<file path="config.mk">
export PLATFORM = sky130hd
export DESIGN_NAME = prog_freq_divider
export DESIGN_NICKNAME = d
export VERILOG_FILES = /design/src/rtl/prog_freq_divider_pkg.sv /design/src/rtl/prog_freq_divider_cnt_next.sv /design/src/rtl/prog_freq_divider.sv
export SDC_FILE = /design/constraint.sdc
export NUM_CORES = 1
export LEC_CHECK = 0
export BUFFER_PORTS_ARGS = -buffer_cell sky130_fd_sc_hd__buf_2
export CORE_AREA = 2 2 43 75
export CTS_BUF_LIST = sky130_fd_sc_hd__clkbuf_4
export DETAILED_ROUTE_END_ITERATION = 10
export DIE_AREA = 0 0 45 77
export GPL_TIMING_DRIVEN = 0
export MAX_ROUTING_LAYER = met4
export PLACE_DENSITY = 0.84
export SETUP_SLACK_MARGIN = 0.5
export SLEW_MARGIN = 10
export SYNTH_ARGS = -nofsm -noshare
export SYNTH_HDL_FRONTEND = slang
export SYNTH_SLANG_ARGS = --single-unit
</file>
<file path="constraint.sdc">
create_clock -name clk_i -period 6.6 [get_ports clk_i]
set_clock_uncertainty 0.2 [all_clocks]
set_input_delay 1.32 -clock clk_i [delete_from_list [all_inputs] [get_ports clk_i]]
set_output_delay 1.32 -clock clk_i [all_outputs]
set_load 0.01 [all_outputs]
</file>
<file path="src/rtl/prog_freq_divider_pkg.sv">
// Shared constants for the programmable frequency divider.
//   DEF_WIDTH : default counter width in bits
//   DIR_UP    : up_dn_i value selecting up counting
//   DIR_DN    : up_dn_i value selecting down counting
package prog_freq_divider_pkg;

    localparam int unsigned DEF_WIDTH = 8;
    localparam logic        DIR_UP    = 1'b1;
    localparam logic        DIR_DN    = 1'b0;

endpackage

</file>
<file path="src/rtl/prog_freq_divider_cnt_next.sv">
// cnt_next: combinational next-count and wrap detection for prog_freq_divider.
// Ports:
//   q_i     : current count
//   max_i   : modulus in effect for this edge (count range 0..max)
//   up_dn_i : direction, DIR_UP / DIR_DN
//   en_i    : count enable; when low the count holds and no wrap is flagged
//   q_nxt_o : count after this edge, assuming no clear/load
//   wrap_o  : this edge wraps (up past max, or down past 0)
module prog_freq_divider_cnt_next
    import prog_freq_divider_pkg::*;
#(
    parameter int unsigned WIDTH = DEF_WIDTH
) (
    input  logic [WIDTH-1:0] q_i,
    input  logic [WIDTH-1:0] max_i,
    input  logic             up_dn_i,
    input  logic             en_i,
    output logic [WIDTH-1:0] q_nxt_o,
    output logic             wrap_o
);

    localparam logic [WIDTH-1:0] One = WIDTH'(1);

    always_comb begin
        q_nxt_o = q_i;
        wrap_o  = 1'b0;
        if (en_i) begin
            if (up_dn_i == DIR_UP) begin
                // >= rather than == so a count stranded above a lowered max wraps at once
                if (q_i >= max_i) begin
                    q_nxt_o = '0;
                    wrap_o  = 1'b1;
                end else begin
                    q_nxt_o = q_i + One;
                end
            end else begin
                if (q_i == '0) begin
                    q_nxt_o = max_i;
                    wrap_o  = 1'b1;
                end else begin
                    q_nxt_o = q_i - One;
                end
            end
        end
    end

endmodule

</file>
<file path="src/rtl/prog_freq_divider.sv">
// Programmable up/down modulus counter with terminal-count pulse and divided clock.
// Ports:
//   clk_i       : clock, all state on rising edge
//   rst_ni      : asynchronous active-low reset (deassertion synchronised externally)
//   clr_i       : synchronous clear of the count (highest priority)
//   load_i      : synchronous load of load_val_i, clamped to the current modulus
//   load_val_i  : value to load
//   en_i        : count enable
//   up_dn_i     : direction (1 = up, 0 = down)
//   max_wr_i    : write strobe for the modulus register
//   max_val_i   : new modulus (terminal value)
//   q_o         : registered count
//   tc_o        : registered one-cycle pulse, high while q_o shows a wrapped value
//   div_out_o   : registered divided clock, toggles on every wrap
module prog_freq_divider
    import prog_freq_divider_pkg::*;
#(
    parameter int unsigned      WIDTH   = DEF_WIDTH,
    parameter logic [WIDTH-1:0] RST_MAX = '1
) (
    input  logic             clk_i,
    input  logic             rst_ni,
    input  logic             clr_i,
    input  logic             en_i,
    input  logic             up_dn_i,
    input  logic             load_i,
    input  logic [WIDTH-1:0] load_val_i,
    input  logic             max_wr_i,
    input  logic [WIDTH-1:0] max_val_i,
    output logic [WIDTH-1:0] q_o,
    output logic             tc_o,
    output logic             div_out_o
);

    logic [WIDTH-1:0] q_q, q_d;
    logic [WIDTH-1:0] max_q, max_d;
    logic             tc_q, tc_d;
    logic             div_q, div_d;

    logic [WIDTH-1:0] q_nxt;
    logic             wrap;
    logic [WIDTH-1:0] load_clamped;

    prog_freq_divider_cnt_next #(
        .WIDTH (WIDTH)
    ) u_cnt_next (
        .q_i     (q_q),
        .max_i   (max_q),
        .up_dn_i (up_dn_i),
        .en_i    (en_i),
        .q_nxt_o (q_nxt),
        .wrap_o  (wrap)
    );

    // Clamp uses the modulus in effect before this edge, even if max_wr_i is also high.
    assign load_clamped = (load_val_i > max_q) ? max_q : load_val_i;

    always_comb begin
        q_d   = q_q;
        tc_d  = 1'b0;
        div_d = div_q;
        max_d = max_wr_i ? max_val_i : max_q;
        if (clr_i) begin
            q_d = '0;
        end else if (load_i) begin
            q_d = load_clamped;
        end else begin
            // cnt_next already holds the count and suppresses wrap when en_i is low
            q_d   = q_nxt;
            tc_d  = wrap;
            div_d = div_q ^ wrap;
        end
    end

    always_ff @(posedge clk_i or negedge rst_ni) begin
        if (!rst_ni) begin
            q_q   <= '0;
            max_q <= RST_MAX;
            tc_q  <= 1'b0;
            div_q <= 1'b0;
        end else begin
            q_q   <= q_d;
            max_q <= max_d;
            tc_q  <= tc_d;
            div_q <= div_d;
        end
    end

    assign q_o       = q_q;
    assign tc_o      = tc_q;
    assign div_out_o = div_q;

endmodule

</file>
* Word-level counts from Yosys, hierarchy flattened
Cells that the tools add are included.
Word-level totals: output and inout port bits 10, word-level logic and storage cells 27, register bits after elaboration 18
Operators by class: reduce and logical (&&, ||, !) cells 3, bitwise gates (word level) 3, muxes and demuxes 13, add/subtract/negate cells 2, magnitude comparators 2
Operators by type and width (count):
- $mux W8 | 7
- $add A8 B1 Y8 const B | 1
- $ge A8 B8 Y1 | 1
- $gt A8 B8 Y1 | 1
- $logic_not A8 Y1 | 1
- $sub A8 B1 Y8 const B | 1
- $mux W1 | 6
- $reduce_bool A3 Y1 | 1
- $not A1 Y1 | 2
- $reduce_and A2 Y1 | 1
- $xor A1 B1 Y1 | 1

* Depth between registers and ports, before layout
depth in word-level cells 6, mapped depth 10, depth with buffers taken out 8

* Modules after synthesis
Synthesis repeated with hierarchy kept, for this count alone.
Unflattened totals: cells, all modules 216, area, all modules 1800.5 µm²
Modules (own cells, without submodules):
- prog_freq_divider | area each 1014.7 µm², times used 1, cells each 101
- prog_freq_divider_cnt_next | area each 785.8 µm², times used 1, cells each 115

* Least setup slack after synthesis
Ideal clock, no wire load.
path kind input-to-reg, start point input port load_val_i[7], end point register q_q[2] (netlist: q_o[2]), slack 3517 ps, cell stages on the path 7, arrival time 2752 ps, library setup time 132 ps, required time 6268 ps, buffers on the path 0, path through ha_1 > nand4_1 > nor2_1 > nor2b_1 > or4_1 > a31oi_1 > o21ai_0
Between the ends: cells in the longest elaborated chain, start to end 4
RTL lines:
- start, declared | line prog_freq_divider.sv:27 | input logic [WIDTH-1:0] load_val_i,
- $gt A8 B8 Y1 | line prog_freq_divider.sv:56 | assign load_clamped = (load_val_i > max_q) ? max_q : load_val_i;
- $mux W8 | line prog_freq_divider.sv:56
- $mux W8 | line prog_freq_divider.sv:65 | end else if (load_i) begin
- $mux W8 | line prog_freq_divider.sv:63 | if (clr_i) begin
- end signal, assigned | line prog_freq_divider.sv:82 | q_q <= q_d;
- end, declared | line prog_freq_divider.sv:35 | logic [WIDTH-1:0] q_q, q_d;
Every way passes these cells. A chain may end at the register's enable or synchronous reset.

* Final worst setup path
start point input port load_val_i[1], end point register q_q[2] (netlist: q_o[2])
Same word-level chain as after synthesis.

==> results.txt <==
PortBufs: 31
WL met1: 1730 um
Layout area overhead: 12.8%
max cap viols: 0
initial antenna violation count: 0
CP Launch Type: input pin
average wire per standard cell: 16.9 um
Filler cells: 275
post-layout minimum cycle time: 3.20 ns
Max Slew Vio Count: 0
top layer in use: met4
met3 routed WL: 174 um
Max VDD drop: 0.114 mV
CP max stage delay: 0.66 ns
Die X: 45 um
via count: 1716
Tightest Pin Transition: 0.767 ns
DRC viols: 0
Final #Nets: 283
Lkg Pwr: 0.000897 uW
die area: 3470 sq um
CP Buf/Inv Count: 1
number of gates resized after cts: 0
Design Power: 382 uW
Synth area leaders: dfrtp_1, ha_1, dfstp_2
relative max-transition margin: 0.485
synthesized instance count: 205
met2 WL: 2440 um
sequential power share: 0.375
Int Power: 227 uW
RSZ-0062 raised after global routing: false
# rows: 26
Sw Ratio: 0.408
most frequent cells in the layout: buf_2, o21ai_0, ha_1
CTS tree: built
Root Buffer: clkbuf_4
first-pass GRT wire length: 7620 um
number of global-route vias before repair: 1697
dpl hpwl: 3640 um
status: finished clean
switching pwr: 156 uW
routed vias/inst: 6.40
GP Congestion: 0.927
final WL: 4530 um
Fmax: 313 MHz
leading area contributor after synthesis: dfrtp_1
Ant. Diodes: 0
drt pass-1 iters: 4
endpoints failing setup: 0
Starting Density: 0.590
Most common cell on crit path: o211ai_1
post-CTS setup buffer count: 0
H-Tree Depth: 1
CP top delay family: compound AO/OA/AOI/OAI gates
Sink Count: 18
clk_lat worst skew: 0.29 ns
ys flop type: dfrtp_1
final core utilization: 0.666
Post-Syn Area: 1690 sq um
largest net degree at the start of global routing: 19
Die Span Y: 77 um
syn_nets: 247
CP max FO: 8
Clk pin slew, worst setup/hold paths: 0.10 ns
final worst path period share: 0.485
Total GRT Usage: 0.298
sequential area share after synthesis: 0.273
total negative slack: 0 ns
Antenna Nets Post-Route: 0
YS warnings: 0
Yosys top cell area share: 0.148
critical path cell sequence: buf_2 > ha_1 > nor2b_1 > o211ai_1 > a211oi_1 > o211ai_1 > a31oi_1 > o21ai_0
WHS: 0.269 ns
Worst EP required: 6.57 ns
CTS Hold Bufs: 0
GRT overflow: 0
commonest non-fill, non-tap cell in the layout: buf_2
Async SR Flop Fraction: 1.00
post-synth cell types: 45
Hold Violations, Final: 0
critical path endpoint category: flip-flop
core area: 2860 sq um
IO Pins: 33
CP max-delay cell: a211oi_1
Num CTS Buffers: 3
DRT iter0 DRCs: 64
clock share of power: 0.144
pwr dens: 201 nW/um^2
Longest Clk Path Bufs: 2
Hold Path Class: reg2reg
share of cells above drive strength 1: 0.208
Worst EP arrival: 3.17 ns
Setup CP Type: in2reg
syn avg cell area: 8.24 sq um
logic gate share of total power: 0.481
Yosys reg bits: 18
EDFF count, synth: 0
[path summary, 6_finish.rpt]
kind                          startpoint         to  slack [ns]  depth (start not counted)
setup / recovery           load_val_i[1]     q_o[2]        3.40                          8
hold / removal                 div_out_o  div_out_o        0.27                          1
setup reg to reg                  q_o[0]     q_o[1]        3.72                          9
hold reg to reg                div_out_o  div_out_o        0.27                          1
max in group asynchronous         rst_ni   max_q[1]        5.13                          1
min in group asynchronous         rst_ni     q_o[6]        0.74                          1
[per-layer routing]
layer  vias to the layer above  GRT usage
met5                         -          -
met4                         0      0.141
met3                        18     0.0118
met2                        51      0.504
met1                       817      0.343
li1                        830          -
[power groups by stage]
stage | registers (uW) | logic, uW | clock network [uW]
5_1_grt | 146 | 208 | 60.5
3_5_place_dp | 145 | 183 | 0
6_report | 143 | 184 | 55.1
4_1_cts | 143 | 184 | 56.3
3_3_place_gp | 145 | 179 | 0
2_1_floorplan | 147 | 125 | 0
[cells in the mapped netlist (3+ instances only)]
cell       n
a31oi_1    3
nand2_1   18
a21oi_1   11
nor2_1    10
nand3_1    5
nor3_1     8
dfrtp_1   10
o21ai_0   26
and3_1     3
nor2b_1    4
clkbuf_1   8
inv_1     14
o211ai_1   4
mux2i_1    4
a211oi_1   9
dfstp_2    8
xor2_1     5
ha_1      19
[state kept, by name (all words and copies together), names as in the netlist]
| signal | cells |
|---|---|
| max_q | 8 |
| q_o | 8 |
| tc_o | 1 |
| div_out_o | 1 |
[kinds of logic (layout without fill, tap and decap cells)]
group           after synthesis  count (layout)  synth area share
compound gates               70              70             0.276
simple gates                 61              61             0.182
buf+inv                      25              60            0.0615
fa+ha+maj                    19              19             0.141
flops                        18              18             0.273
xor+xnor                      7               7            0.0363
mux                           5               5            0.0304
[per-stage QoR]
step / setup slack [ns] / cell area [sq um] / instances
floorplan: 3.52 / 1690 / 205
global placement: 3.19 / 1880 / 264
detailed placement: 3.15 / 1880 / 264
CTS: 3.46 / 1910 / 268
global route: 3.31 / 1910 / 268
finish: 3.40 / 1910 / 268
[area by class of cell]
type	count	area [sq um]	share of cell area
multi-input combinational	162	1120	0.590
sequential	18	460	0.242
timing repair buffer	31	155	0.0814
inverter	14	52.6	0.0276
buffer	11	51.3	0.0269
tap	28	35.0	0.0184
clock buffer	3	22.5	0.0118
clock inverter	1	3.75	0.00197
No activity file was read; power rests on OpenSTA's default activity.
